[config.mk]
export PLATFORM = sky130hd
export DESIGN_NAME = mem_2w1r_sched
export DESIGN_NICKNAME = d
export VERILOG_FILES = /design/src/rtl/mem_2w1r_sched_pkg.sv /design/src/rtl/mem_2w1r_sched_rr_find_first.sv /design/src/rtl/mem_2w1r_sched.sv
export SDC_FILE = /design/constraint.sdc
export NUM_CORES = 1
export LEC_CHECK = 0
export BUFFER_PORTS_ARGS = -buffer_cell sky130_fd_sc_hd__buf_2
export CAP_MARGIN = 20
export CORE_MARGIN = 8
export CORE_UTILIZATION = 57
export CTS_CLUSTER_SIZE = 14
export DETAILED_ROUTE_END_ITERATION = 6
export PLACE_DENSITY = 0.95
export SYNTH_ARGS = -nofsm -noshare
export SYNTH_HDL_FRONTEND = slang
export SYNTH_HIERARCHICAL = 1
export SYNTH_SLANG_ARGS = --single-unit
[constraint.sdc]
create_clock -name clk -period 9.5 [get_ports clk]
set_input_delay 0.475 -clock clk [delete_from_list [all_inputs] [get_ports clk]]
set_output_delay 0.475 -clock clk [all_outputs]
set_load 0.02 [all_outputs]
[src/rtl/mem_2w1r_sched_pkg.sv]
// Shared constants and helpers for the two-write/one-read memory scheduler.
package mem_sched_pkg;

  localparam int unsigned ADDR_WIDTH_DEF = 4;
  localparam int unsigned DATA_WIDTH_DEF = 1;
  localparam int unsigned NUM_REQ_DEF    = 4;
  localparam int unsigned CNT_WIDTH_DEF  = 16;

  // Ceiling log2, never less than 1 so index vectors always have a bit.
  function automatic int unsigned clog2(input int unsigned n);
    int unsigned r;
    r = 0;
    for (int i = 0; i < 32; i++) begin
      if ((64'd1 << i) < 64'(n)) r = 32'(i + 1);
    end
    return (r == 0) ? 1 : r;
  endfunction

  localparam int unsigned IDX_W_DEF = clog2(NUM_REQ_DEF);

endpackage

[src/rtl/mem_2w1r_sched_rr_find_first.sv]
// Finds the first set bit of req_i & mask_i, scanning upward from start_i with wrap.
module rr_find_first
  import mem_sched_pkg::*;
#(
  parameter int unsigned N  = 4,
  parameter int unsigned IW = clog2(N)
) (
  input  logic [N-1:0]  req_i,
  input  logic [IW-1:0] start_i,
  input  logic [N-1:0]  mask_i,
  output logic          found_o,
  output logic [IW-1:0] idx_o
);

  // Priority scan from the start pointer; the first hit wins.
  always_comb begin
    int unsigned pos;
    logic        hit;
    hit     = 1'b0;
    idx_o   = '0;
    pos     = 0;
    for (int unsigned k = 0; k < N; k++) begin
      pos = 32'(start_i) + k;
      if (pos >= N) pos = pos - N;
      if (!hit && req_i[pos] && mask_i[pos]) begin
        hit   = 1'b1;
        idx_o = IW'(pos);
      end
    end
    found_o = hit;
  end

endmodule

[src/rtl/mem_2w1r_sched.sv]
// Round-robin dual write-port arbiter and forwarding read sequencer for mem_2w1r.
module mem_2w1r_sched
  import mem_sched_pkg::*;
#(
  parameter int unsigned ADDR_WIDTH = ADDR_WIDTH_DEF,
  parameter int unsigned DATA_WIDTH = DATA_WIDTH_DEF,
  parameter int unsigned NUM_REQ    = NUM_REQ_DEF,
  parameter int unsigned CNT_WIDTH  = CNT_WIDTH_DEF
) (
  input  logic                          clk,
  input  logic                          rst,
  input  logic [NUM_REQ-1:0]            req_valid,
  input  logic [NUM_REQ*ADDR_WIDTH-1:0] req_addr,
  input  logic [NUM_REQ*DATA_WIDTH-1:0] req_data,
  output logic [NUM_REQ-1:0]            req_ready,
  input  logic                          rd_valid,
  input  logic [ADDR_WIDTH-1:0]         rd_addr,
  output logic                          rd_ready,
  output logic                          rd_resp_valid,
  output logic [DATA_WIDTH-1:0]         rd_resp_data,
  output logic                          we0,
  output logic [ADDR_WIDTH-1:0]         waddr0,
  output logic [DATA_WIDTH-1:0]         wdata0,
  output logic                          we1,
  output logic [ADDR_WIDTH-1:0]         waddr1,
  output logic [DATA_WIDTH-1:0]         wdata1,
  output logic [ADDR_WIDTH-1:0]         raddr,
  input  logic [DATA_WIDTH-1:0]         rdata,
  output logic [CNT_WIDTH-1:0]          conflict_cnt
);

  localparam int unsigned IDX_W = clog2(NUM_REQ);

  logic [ADDR_WIDTH-1:0] addr_a [NUM_REQ];
  logic [DATA_WIDTH-1:0] data_a [NUM_REQ];

  logic [IDX_W-1:0]      rr_ptr_q, rr_ptr_d;
  logic [CNT_WIDTH-1:0]  cnt_q, cnt_d;
  logic                  rd_resp_valid_q, rd_resp_valid_d;
  logic                  fwd_valid_q, fwd_valid_d;
  logic [DATA_WIDTH-1:0] fwd_data_q, fwd_data_d;

  logic                  found0, found1;
  logic [IDX_W-1:0]      idx0, idx1;
  logic [NUM_REQ-1:0]    p1_mask_c;
  logic [NUM_REQ-1:0]    conf_vec_c;

  // Unflatten the requester buses.
  for (genvar gi = 0; gi < NUM_REQ; gi++) begin : g_unflat
    assign addr_a[gi] = req_addr[gi*ADDR_WIDTH +: ADDR_WIDTH];
    assign data_a[gi] = req_data[gi*DATA_WIDTH +: DATA_WIDTH];
  end

  // Port 0 takes the first valid requester from the round-robin pointer.
  rr_find_first #(.N(NUM_REQ), .IW(IDX_W)) u_port0 (
    .req_i   (req_valid),
    .start_i (rr_ptr_q),
    .mask_i  ({NUM_REQ{1'b1}}),
    .found_o (found0),
    .idx_o   (idx0)
  );

  // Port-1 eligibility: later in the scan than port 0 and not aliasing its address.
  always_comb begin
    int unsigned off0, offj;
    p1_mask_c  = '0;
    conf_vec_c = '0;
    off0 = (32'(idx0) + NUM_REQ - 32'(rr_ptr_q)) % NUM_REQ;
    offj = 0;
    for (int unsigned j = 0; j < NUM_REQ; j++) begin
      offj = (j + NUM_REQ - 32'(rr_ptr_q)) % NUM_REQ;
      if (offj > off0) begin
        if (addr_a[j] == addr_a[idx0]) conf_vec_c[j] = req_valid[j];
        else                           p1_mask_c[j]  = 1'b1;
      end
    end
  end

  rr_find_first #(.N(NUM_REQ), .IW(IDX_W)) u_port1 (
    .req_i   (req_valid),
    .start_i (rr_ptr_q),
    .mask_i  (p1_mask_c),
    .found_o (found1),
    .idx_o   (idx1)
  );

  // Write port drive and grants, masked while in reset.
  always_comb begin
    req_ready = '0;
    we0       = found0 & ~rst;
    we1       = found1 & ~rst;
    waddr0    = addr_a[idx0];
    wdata0    = data_a[idx0];
    waddr1    = addr_a[idx1];
    wdata1    = data_a[idx1];
    if (!rst) begin
      if (found0) req_ready[idx0] = 1'b1;
      if (found1) req_ready[idx1] = 1'b1;
    end
  end

  // Next-state: pointer past the last grant, saturating conflict count, read forwarding.
  always_comb begin
    rr_ptr_d        = rr_ptr_q;
    cnt_d           = cnt_q;
    rd_resp_valid_d = rd_valid & ~rst;
    fwd_valid_d     = 1'b0;
    fwd_data_d      = fwd_data_q;
    if (found1)      rr_ptr_d = (32'(idx1) == NUM_REQ - 1) ? '0 : IDX_W'(32'(idx1) + 1);
    else if (found0) rr_ptr_d = (32'(idx0) == NUM_REQ - 1) ? '0 : IDX_W'(32'(idx0) + 1);
    if (found0 && (|conf_vec_c) && (cnt_q != {CNT_WIDTH{1'b1}})) cnt_d = cnt_q + CNT_WIDTH'(1);
    if (rd_valid && !rst) begin
      if (we0 && (waddr0 == rd_addr)) begin
        fwd_valid_d = 1'b1;
        fwd_data_d  = wdata0;
      end else if (we1 && (waddr1 == rd_addr)) begin
        fwd_valid_d = 1'b1;
        fwd_data_d  = wdata1;
      end
    end
  end

  // State registers with synchronous reset.
  always_ff @(posedge clk) begin
    if (rst) begin
      rr_ptr_q        <= '0;
      cnt_q           <= '0;
      rd_resp_valid_q <= 1'b0;
      fwd_valid_q     <= 1'b0;
      fwd_data_q      <= '0;
    end else begin
      rr_ptr_q        <= rr_ptr_d;
      cnt_q           <= cnt_d;
      rd_resp_valid_q <= rd_resp_valid_d;
      fwd_valid_q     <= fwd_valid_d;
      fwd_data_q      <= fwd_data_d;
    end
  end

  // Read side: pass-through address; a pending response dies if reset arrives.
  assign rd_ready      = ~rst;
  assign raddr         = rd_addr;
  assign rd_resp_valid = rd_resp_valid_q & ~rst;
  assign rd_resp_data  = fwd_valid_q ? fwd_data_q : rdata;
  assign conflict_cnt  = cnt_q;

endmodule

# Word-level counts from Yosys, hierarchy flattened
# Cells that the tools add are included.
# classes
addsub,16
mul,0
div_mod_pow,0
order_cmp,18
eq_ne,9
shift,0
muxes,89
bitwise_logic,9
reduce_logical,33
# ops
op,count
"less-than comparator 32 x 3 -> 1 bit, second input constant",4
two-way mux 32 bit,4
"greater-or-equal comparator 32 x 3 -> 1 bit, second input constant",3
"subtractor 32 x 3 -> 32 bit, second input constant",3
two-way mux 1 bit,47
two-way mux 4 bit,8
binary-select mux 1 bit (select 2 bit),14
== test 4 bit,6
two-way mux 2 bit,12
logical AND 1 bit,21
"adder 16 x 1 -> 16 bit, second input constant",1
binary-select mux 4 bit (select 2 bit),2
"inequality test 16 bit, second input constant",1
greater-than comparator 2 bit,4
zero test 1 bit,7
"adder 2 x 1 -> 2 bit, second input constant",3
"adder 2 x 2 -> 3 bit, second input constant",2
"greater-or-equal comparator 3 bit, second input constant",2
"less-than comparator 2 x 3 -> 1 bit, second input constant",2
NOT 2 -> 3 bit,2
AND 1 bit,4
demux 1 bit (select 2 bit),2
"== test 2 bit, second input constant",2
"greater-or-equal comparator 2 x 1 -> 1 bit, second input constant",2
other kinds (12),16
# totals
register_bits,21
latchBits,0
mem_bits_rw,0
mem_bits_ro,0
in_bits,32
out_inout_bits,39
elab_cells,179
memories,0

# Depth between registers and ports, before layout
# Gate-level depths: netlist of run 1.
# depth
depth_word,49
depth_mapped,21

# Cells and area by module
# Netlist of run 1, hierarchy kept.
# modules_own_cells
mod,n_inst,cells_each,area_per_inst_um2,seq_area_each_um2
mem_2w1r_sched,1,281,2321.0,420.4
rr_find_first,2,16,92.6,0.0

# Worst setup path after synthesis of run 1
# No wires, ideal clock.
# synth_path
path_type,register to register
from,register rr_ptr_q[1]
to,register fwd_data_q
setup_time_ns,0.086
arrival_time_ns,4.780
required_ns,9.414
setup_slack_ns,4.634
stages_incl_launch_ff,21
cell_sequence,dfxtp_1 and4b_1 a211oi_2 buf_6 nand2b_1 xnor2_1 ha_1 nor2_1 o21ba_2 a21boi_0 nand2_1 o21ai_0 a211oi_2 clkbuf_1 mux4_2 xor2_1 nor3_1 nand3_1 a21boi_0 nor2_1 a211oi_1
# synth_between
elab_chain_len,49
elab_cells_between_ends,121
classes_between,add/sub (13); order compare (8); eq/ne (6); mux (66); bitwise (4); reduce/logical (24)
# synth_rtl
element,line_no,source
"start, declared",mem_2w1r_sched.sv:37,"logic [IDX_W-1:0] rr_ptr_q, rr_ptr_d;"
"start signal, assigned",mem_2w1r_sched.sv:132,rr_ptr_q <= rr_ptr_d;
"parallel branches: the longest is 17 deep, another holds subtractor 32 x 3 -> 32 bit",-,
two-way mux 2 bit *,mem_2w1r_sched_rr_find_first.sv:25,if (!hit && req_i[pos] && mask_i[pos]) begin
net idx0[0],mem_2w1r_sched.sv:44,"logic [IDX_W-1:0] idx0, idx1;"
"parallel branches: the longest is 6 deep, another holds adder 2 x 1 -> 2 bit",-,
two-way mux 1 bit *,mem_2w1r_sched.sv:72,if (offj > off0) begin
net p1_mask_c[0],mem_2w1r_sched.sv:45,logic [NUM_REQ-1:0] p1_mask_c;
binary-select mux 1 bit (select 2 bit),mem_2w1r_sched_rr_find_first.sv:25,
two-way mux 1 bit (implied by the code),mem_2w1r_sched_rr_find_first.sv:25,
(+14 left out),-,
net idx1[0],mem_2w1r_sched.sv:44,
NOT 2 -> 3 bit (implied by the code) *,mem_2w1r_sched.sv:94,waddr1 = addr_a[idx1];
binary-select mux 4 bit (select 2 bit) *,mem_2w1r_sched.sv:94,
two-way mux 4 bit (implied by the code) * (2 in series),mem_2w1r_sched.sv:94,
net waddr1[1],mem_2w1r_sched.sv:25,"output logic [ADDR_WIDTH-1:0] waddr1,"
== test 4 bit *,mem_2w1r_sched.sv:116,end else if (we1 && (waddr1 == rd_addr)) begin
logical AND 1 bit *,mem_2w1r_sched.sv:116,
nonzero test 2 bit (no source line) *,-,
AND reduction 2 bit (no source line) *,-,
"end signal, assigned",mem_2w1r_sched.sv:136,fwd_data_q <= fwd_data_d;
"end, declared",mem_2w1r_sched.sv:41,"logic [DATA_WIDTH-1:0] fwd_data_q, fwd_data_d;"
# Mark *: on every way through the listed nets, which the timed path passes. The select of a mux whose other input is x is not followed.
# A chain may end at the register's enable or synchronous reset.

# Worst setup path after layout of run 1
# layout_path
from,register rr_ptr_q[1]
to,register fwd_data_q
# layout_between
elab_chain_len,49
elab_cells_between_ends,121
classes_between,add/sub (13); order compare (8); eq/ne (6); mux (66); bitwise (4); reduce/logical (24)
# layout_rtl
element,line_no
"parallel branches: the longest is 17 deep, another holds subtractor 32 x 3 -> 32 bit",-
two-way mux 2 bit *,mem_2w1r_sched_rr_find_first.sv:25
net idx0[0],mem_2w1r_sched.sv:44
"parallel branches: the longest is 6 deep, another holds adder 2 x 1 -> 2 bit",-
two-way mux 1 bit *,mem_2w1r_sched.sv:72
net p1_mask_c[1],mem_2w1r_sched.sv:45
binary-select mux 1 bit (select 2 bit),mem_2w1r_sched_rr_find_first.sv:25
two-way mux 1 bit (implied by the code),mem_2w1r_sched_rr_find_first.sv:25
(+14 left out),-
net idx1[0],mem_2w1r_sched.sv:44
NOT 2 -> 3 bit (implied by the code) *,"mem_2w1r_sched.sv:94, mem_2w1r_sched.sv:95"
binary-select mux 4 bit (select 2 bit),mem_2w1r_sched.sv:94
two-way mux 4 bit (implied by the code) (2 in series),mem_2w1r_sched.sv:94
== test 4 bit,mem_2w1r_sched.sv:116
logical AND 1 bit,mem_2w1r_sched.sv:116
nonzero test 2 bit (no source line),-
AND reduction 2 bit (no source line),-
# Marks and branches as above.

==> run summary, run 1 <==
Yosys top cell by area: dfxtp_1
run status: completed
WL per Instance: 16.7 um
clock sinks: 21
Num CTS Buffers: 3
warnings from Yosys: 6
TritonRoute pass-1 iters: 4
worst-path cell chain: o21ai_0 > a211oi_4 > buf_4 > nand2b_1 > xnor2_1 > ha_1 > inv_1 > a21oi_1 > nor3_1 > nand2_1 > and4b_1 > a211oi_2 > mux4_2 > xor2_1 > nor3_1 > nand3_1 > a21boi_0 > nor2_1 > a211oi_1
CP Launch Type: flop
R2R Path Start: rr_ptr_q[1]
top cells by area, synth: dfxtp_1 (17%), xnor2_1 (9.1%), mux4_2 (9.0%)
top cell type's share of synthesized area: 16.8%
Crit-path slowest cell: a211oi_2
Post-CTS Setup Inserts: 0
post-synthesis instance total: 313
layout cell share with drive strength beyond 1: 24.8%
Rows: 24
VDD IR max: 0.153 mV
antenna violations before repair: 0
Tmin final: 5.42 ns
Layout fillers: 359
Max stage delay on crit path: 0.73 ns
GRT overflow: 0
TritonCTS clock tree: yes
pin count of the biggest net entering global routing: 31
Fin Setup TNS: 0 ns
CTS H-tree lvls: 1
Syn Std Cell Area: 2510 um2
cts repair resizes: 0
Worst Setup EP: fwd_data_q
relative slew slack: 42.6%
post-route cell area: 2870 um2
GRT Resource Usage Total: 20.9%
library cells used by synthesis: 45
Worst Path Buf+Inv: 2
multi-input logic area: 1920 um2
Worst Setup Path Type: reg2reg
PwrDens: 223 nW/um2
final antenna diode count: 0
clock root cell: clkbuf_8
WP data required: 9.69 ns
MaxCap Viol Count: 0
hold_buf cts: 0
Final Cycle Share: 57.0%
P&R area growth vs syn: 14.7%
Placer Congestion: 0.910
routed vias: 2541
RR Endpoint: fwd_data_q
I/O Pins: 71
register bit total from synthesis: 21
mean post-synth cell area: 8.01 um2
RSZ-0062 raised after global routing: false
Port Buf Inserts: 70
Setup Skew: 0.00356 ns
Worst path top cell family by delay: compound AO/OA/AOI/OAI gates
Max Clock Freq: 0.185 GHz
global-route wire length before repair: 11400 um
# setup viols final: 0
Fin. Hold Viols: 0
Synth Flop Type: dfxtp_1
cell depth of the worst setup path: 19
cell mode on critical path: nor3_1
R2R setup slack: 4.08 ns
Die ar.: 6770 um2
Reg area: 420 um2
vias in the first global route: 2546
final wirelength: 6990 um
Die X: 82.3 um
CP Launch Point: rr_ptr_q[1]
CP Capture Type: flop
async set or reset register ratio after synthesis: 0%
DRT antenna net count: 0
core footprint: 4290 um2
reg2reg path depth: 19
register area share after synthesis: 16.8%
final hold slack: 0.484 ns
hpwl dp: 5460 um
HP Class: in2reg
Leakage: 1.18 nW
clk slew on worst S/H paths: 0.08 ns
Starting DRT DRC Count: 96
Die H: 82.3 um
Post-route DRC: 0
Critical Path AT: 5.60 ns
fin util: 66.9%
number of synthesized flops with an enable pin: 0
measured slew at the worst slew-check pin: 0.860 ns
Max Slew Vio Count: 0
Crit Path Max Fanout: 24
clock latency on the worst-skew pair: 0.27 ns
nets: 416
Clock Path Buffers: 2
DR vias/cell: 6.06
Initial Utilization: 58.4%
post-place instance area: 2830 um2
sequential cells by signal, indices dropped and copies added, names as in the netlist:
name	flops
rd_resp_valid_q	1
conflict_cnt	16
fwd_valid_q	1
rr_ptr_q	2
fwd_data_q	1
report_power, final:
part	total [mW]	switching (mW)	internal, mW
Clock	0.0603	0.0310	0.0293
Sequential	0.108	0.0136	0.0948
Combinational	0.472	0.286	0.186
Total	0.641	0.331	0.310
cells in the mapped netlist, types with 3 or more instances:
library cell  number
or4_1             11
and2_1             3
ha_1              16
nand3_1           19
o211ai_1           3
a21oi_1           24
nand4_1            4
nor2b_1            7
o31ai_1           10
nor4_1             3
buf_4              4
nor2_1            19
xnor2_1           26
inv_1             16
a22o_1             4
o21ai_0           10
xor2_1            15
mux4_2            10
clkbuf_1          20
dfxtp_1           21
or3_1              4
nand2_1           18
buf_2              3
a31oi_1            3
nor3_1             4
mux2i_1           10
cell families (layout without fill, tap and decap cells):
family / after synthesis / after routing / synth area share [%]
mux: 21 / 21 / 13.4
xor+xnor: 41 / 41 / 14.3
compound gates: 68 / 68 / 17.8
simple gates: 100 / 100 / 21.5
flops: 21 / 21 / 16.8
fa+ha+maj: 16 / 16 / 7.99
buf+inv: 45 / 92 / 8.09
other cells: 1 / 8 / 0.150
cell usage in the layout, fill, tap and decap left out, types with 2 or more instances in the layout:
cell type	count
and4b_1	2
nand3_1	19
ha_1	16
nand2_1	18
or4_1	11
and2_1	3
dfxtp_1	21
nand4_1	4
a211oi_1	2
o31ai_1	10
mux2i_1	10
o211ai_1	3
or3_1	4
xnor2_1	26
a21boi_0	2
buf_4	2
o21ai_0	10
o41ai_1	2
nor2_1	19
buf_2	70
nor2b_1	7
clkbuf_8	3
o31a_1	2
a31oi_1	3
nor4_1	3
a21oi_1	24
conb_1	8
inv_1	16
mux4_2	10
a22o_1	4
xor2_1	15
nor3_1	4
per-stage QoR:
stage                     power [mW]  std cells  worst slack [ns]
after floorplan                0.473        320              4.63
after global placement         0.562        415              4.28
after detailed placement       0.577        415              4.14
after CTS                      0.638        419              4.09
after global routing           0.690        419              3.61
final                          0.641        419              4.08
routing by layer:
metal	track usage (%)	vias up	wire, um
met5	0	-	0
met4	11.9	0	226
met3	3.03	22	477
met2	37.2	97	3530
met1	23.0	1201	2760
li1	-	1221	-
cell type report:
class	count	area share, %
multi-input cells	254	66.7
clock inverters	1	0.174
well taps	52	2.26
inverters	16	2.09
clock buffers	3	1.44
flip-flops and latches	21	14.6
repair buffers	72	12.7
worst min path at each step:
stage,from,end,slack [ns],depth (start not counted)
after CTS,rd_valid,rd_resp_valid_q,0.48,2
after global routing,rd_valid,rd_resp_valid_q,0.48,2
final,rd_valid,rd_resp_valid_q,0.48,2
after floorplan,fwd_data_q,fwd_data_q,0.47,2
after detailed placement,conflict_cnt[11],conflict_cnt[11],0.48,2
after global placement,conflict_cnt[11],conflict_cnt[11],0.47,2
worst register-to-register path: stages, from the launching register on:
cell and delay [ns]:
dfxtp_1 0.68, o21ai_0 0.27, a211oi_4 0.27, buf_4 0.34
nand2b_1 0.27, xnor2_1 0.17, ha_1 0.27, inv_1 0.07
a21oi_1 0.08, nor3_1 0.21, nand2_1 0.12, and4b_1 0.22
a211oi_2 0.73, mux4_2 0.62, xor2_1 0.16, nor3_1 0.20
nand3_1 0.09, a21boi_0 0.30, nor2_1 0.07, a211oi_1 0.20
(Power assumes the default switching activity.)
==> run 2: changes to the inputs <==
--- a/config.mk
+++ b/config.mk
@@ -5,13 +5,14 @@
 export SDC_FILE = /design/constraint.sdc
 export NUM_CORES = 1
 export LEC_CHECK = 0
+export ABC_AREA = 1
 export BUFFER_PORTS_ARGS = -buffer_cell sky130_fd_sc_hd__buf_2
 export CAP_MARGIN = 20
 export CORE_MARGIN = 8
-export CORE_UTILIZATION = 57
+export CORE_UTILIZATION = 56
 export CTS_CLUSTER_SIZE = 14
 export DETAILED_ROUTE_END_ITERATION = 6
-export PLACE_DENSITY = 0.95
+export PLACE_DENSITY = 0.94
 export SYNTH_ARGS = -nofsm -noshare
 export SYNTH_HDL_FRONTEND = slang
 export SYNTH_HIERARCHICAL = 1
==> constraint.sdc (replaced) <==
create_clock -name clk -period 5.4 [get_ports clk]
set_input_delay 0.27 -clock clk [delete_from_list [all_inputs] [get_ports clk]]
set_output_delay 0.27 -clock clk [all_outputs]
set_load 0.02 [all_outputs]
==> run 2 against run 1 <==
  * Cell area grew 21%
  * Worst hold slack got worse by 0.25 ns
  * Sequential cell count unchanged
  * Sequential share of layout area down 2.5 points
  * Count of clock-buffer cells in the layout unchanged
  * Cell count grew 61%
  * First-iteration DRC count grew 150%
  * Critical path type is now reg2out
==> run summary, run 2 <==
run status: completed (unchanged)
max FFs per register: 16 (unchanged)
final wirelength: 8750 um (was 6990 um)
multi-input logic area: 2160 um2 (was 1920 um2)
Die H: 89.8 um (was 82.3 um)
antenna violations before repair: 0 (unchanged)
CP Launch Type: flop (unchanged)
P&R area growth vs syn: 13.8% (was 14.7%)
WP data required: 5.13 ns (was 9.69 ns)
layout cell share with drive strength beyond 1: 21.2% (was 24.8%)
Max Clock Freq: 0.202 GHz
Initial Utilization: 56.7% (was 58.4%)
routed vias: 3672 (was 2541)
Starting DRT DRC Count: 237 (was 96)
Die ar.: 8060 um2 (was 6770 um2)
core footprint: 5370 um2 (was 4290 um2)
RSZ-0062 raised after global routing: false (unchanged)
CTS H-tree lvls: 1 (unchanged)
measured slew at the worst slew-check pin: 0.562 ns (was 0.860 ns)
Syn Std Cell Area: 3050 um2 (was 2510 um2)
cts repair resizes: 0 (unchanged)
DRT antenna net count: 0 (unchanged)
Max Slew Vio Count: 0 (unchanged)
Num CTS Buffers: 3 (unchanged)
async set or reset register ratio after synthesis: 0% (unchanged)
Post-synth top cells: nand2_1 (152), inv_1 (82), nor2_1 (56) (was xnor2_1 (26), a21oi_1 (24), dfxtp_1 (21))
global-route wire length before repair: 14500 um (was 11400 um)
library cells used by synthesis: 36 (was 45)
Final Cycle Share: 91.6%
most frequent cells in the layout: nand2_1 (152), inv_1 (82), buf_2 (70) (was buf_2 (70), xnor2_1 (26), a21oi_1 (24))
pin count of the biggest net entering global routing: 33 (was 31)
mean post-synth cell area: 5.70 um2 (was 8.01 um2)
WL per Instance: 13.0 um (was 16.7 um)
vias in the first global route: 3406 (was 2546)
Yosys top cell by area: nand2_1 (was dfxtp_1)
top-count cell post-synth: nand2_1 (was xnor2_1)
number of synthesized flops with an enable pin: 0 (unchanged)
Post-route DRC: 0 (unchanged)
CP Capture Type: output port (was flop)
DR vias/cell: 5.44 (was 6.06)
top cell type's share of synthesized area: 18.7% (was 16.8%)
register bit total from synthesis: 21 (unchanged)
Tmin final: 4.95 ns
TritonRoute pass-1 iters: 5 (was 4)
Crit Path Max Fanout: 21 (was 24)
Fin Setup TNS: 0 ns (unchanged)
top cells by area, synth: nand2_1 (19%), dfxtp_1 (14%), inv_1 (10%) (was dfxtp_1 (17%), xnor2_1 (9.1%), mux4_2 (9.0%))
CP Launch Point: rr_ptr_q[1] (unchanged)
Die X: 89.8 um (was 82.3 um)
TritonCTS clock tree: yes (unchanged)
hpwl dp: 6860 um (was 5460 um)
Reg area: 422 um2 (was 420 um2)
warnings from Yosys: 6 (unchanged)
Critical Path AT: 4.68 ns (was 5.60 ns)
clock latency on the worst-skew pair: 0.28 ns (was 0.27 ns)
relative slew slack: 62.3% (was 42.6%)
clock sinks: 21 (unchanged)
R2R Path Start: rr_ptr_q[1] (unchanged)
nets: 652 (was 416)
GRT Resource Usage Total: 20.6% (was 20.9%)
commonest non-fill, non-tap cell in the layout: nand2_1 (was buf_2)
HP Class: in2reg (unchanged)
clock root cell: clkbuf_8 (unchanged)
GRT overflow: 0 (unchanged)
MaxCap Viol Count: 0 (unchanged)
I/O Pins: 71 (unchanged)
register area share after synthesis: 13.8% (was 16.8%)
final antenna diode count: 0 (unchanged)
Layout fillers: 505 (was 359)
Worst Setup Path Type: reg2out (was reg2reg)
# setup viols final: 0 (unchanged)
Synth Flop Type: dfxtp_1 (unchanged)
Rows: 27 (was 24)
hold_sp: rd_valid (unchanged)
post-synthesis instance total: 535 (was 313)
Fin. Hold Viols: 0 (unchanged)
Post-CTS Setup Inserts: 0 (unchanged)
Port Buf Inserts: 70 (unchanged)
hold_buf cts: 0 (unchanged)
Setup Skew: 0.00655 ns (was 0.00356 ns)
clk slew on worst S/H paths: 0.09 ns (was 0.08 ns)
Clock Path Buffers: 2 (unchanged)
Placer Congestion: 0.970 (was 0.910)
## run 2: cell types whose count changed after synthesis, moves of 11 or more
cell      delta
nand2_1    +134
nor2_1      +37
nand3_1     +22
clkbuf_1    -16
or4_1       -11
nand4_1     +15
xnor2_1     -23
nand3_2     +17
inv_1       +66
## run 2: worst max-delay path: stages, from the launching register on
cell      delay [ns]
dfxtp_1         0.32
buf_4           0.21
inv_2           0.09
nand2_1         0.08
nand2_1         0.08
nand3_2         0.09
nand2_4         0.07
nor2_4          0.11
nand3_2         0.10
o21ai_1         0.14
buf_4           0.23
xnor2_1         0.21
xor2_1          0.25
ha_1            0.27
nor2_1          0.10
o21bai_1        0.08
a21oi_1         0.27
nand2_1         0.12
nand2_1         0.12
a21oi_1         0.08
nor2_1          0.14
nand3_2         0.12
a21oi_2         0.15
buf_4           0.24
inv_1           0.13
ha_1            0.21
a22o_1          0.20
buf_2           0.17
## run 2: final timing paths
path	endpoint	slack [ns]	depth (start not counted)
worst max-delay path	req_ready[2]	0.45	27
worst min-delay path	rd_resp_valid_q	0.24	3
worst max register to register	fwd_data_q	0.56	37
worst min register to register	conflict_cnt[15]	0.55	4
## run 2: final cells by class
| type | instances | area share (%) |
|---|---|---|
| flip-flops and latches | 21 | 12.2 |
| clock inverters | 1 | 0.144 |
| multi-input cells | 410 | 62.2 |
| repair buffers | 77 | 11.6 |
| well taps | 72 | 2.60 |
| clock buffers | 3 | 1.19 |
| inverters | 91 | 10.1 |
## run 2: layer usage
layer	up-vias	part of all wire, %	global-route usage (%)
met5	-	0	0
met4	0	3.5	11.3
met3	30	7.2	2.74
met2	179	48	36.1
met1	1634	41	23.5
li1	1829	-	-
## run 2: cells by family (layout without fill, tap and decap cells)
group           count (synthesis)  in the layout  synth area share, %
other cells                     1              6                0.123
xor+xnor                        8              8                 2.30
flops                          21             21                 13.8
fa+ha+maj                      16             16                 6.57
compound gates                 59             59                 11.0
simple gates                  321            321                 50.1
buf+inv                       109            172                 16.1
## run 2: through the flow
step           utilization, %  cell area, um2  hold WS (ns)  setup WS [ns]  instances
2_1_floorplan               -            3070         0.352          0.914        540
3_3_place_gp             63.7            3420         0.510          0.883        671
3_5_place_dp             63.7            3420         0.522          0.700        671
4_1_cts                  64.6            3470         0.227          0.526        675
5_1_grt                  64.6            3470         0.245         0.0513        675
6_report                 64.6            3470         0.237          0.454        675
Power of run 2 is not shown: default switching activity piles up to over one toggle a cycle in this logic, so the estimate is an artifact.
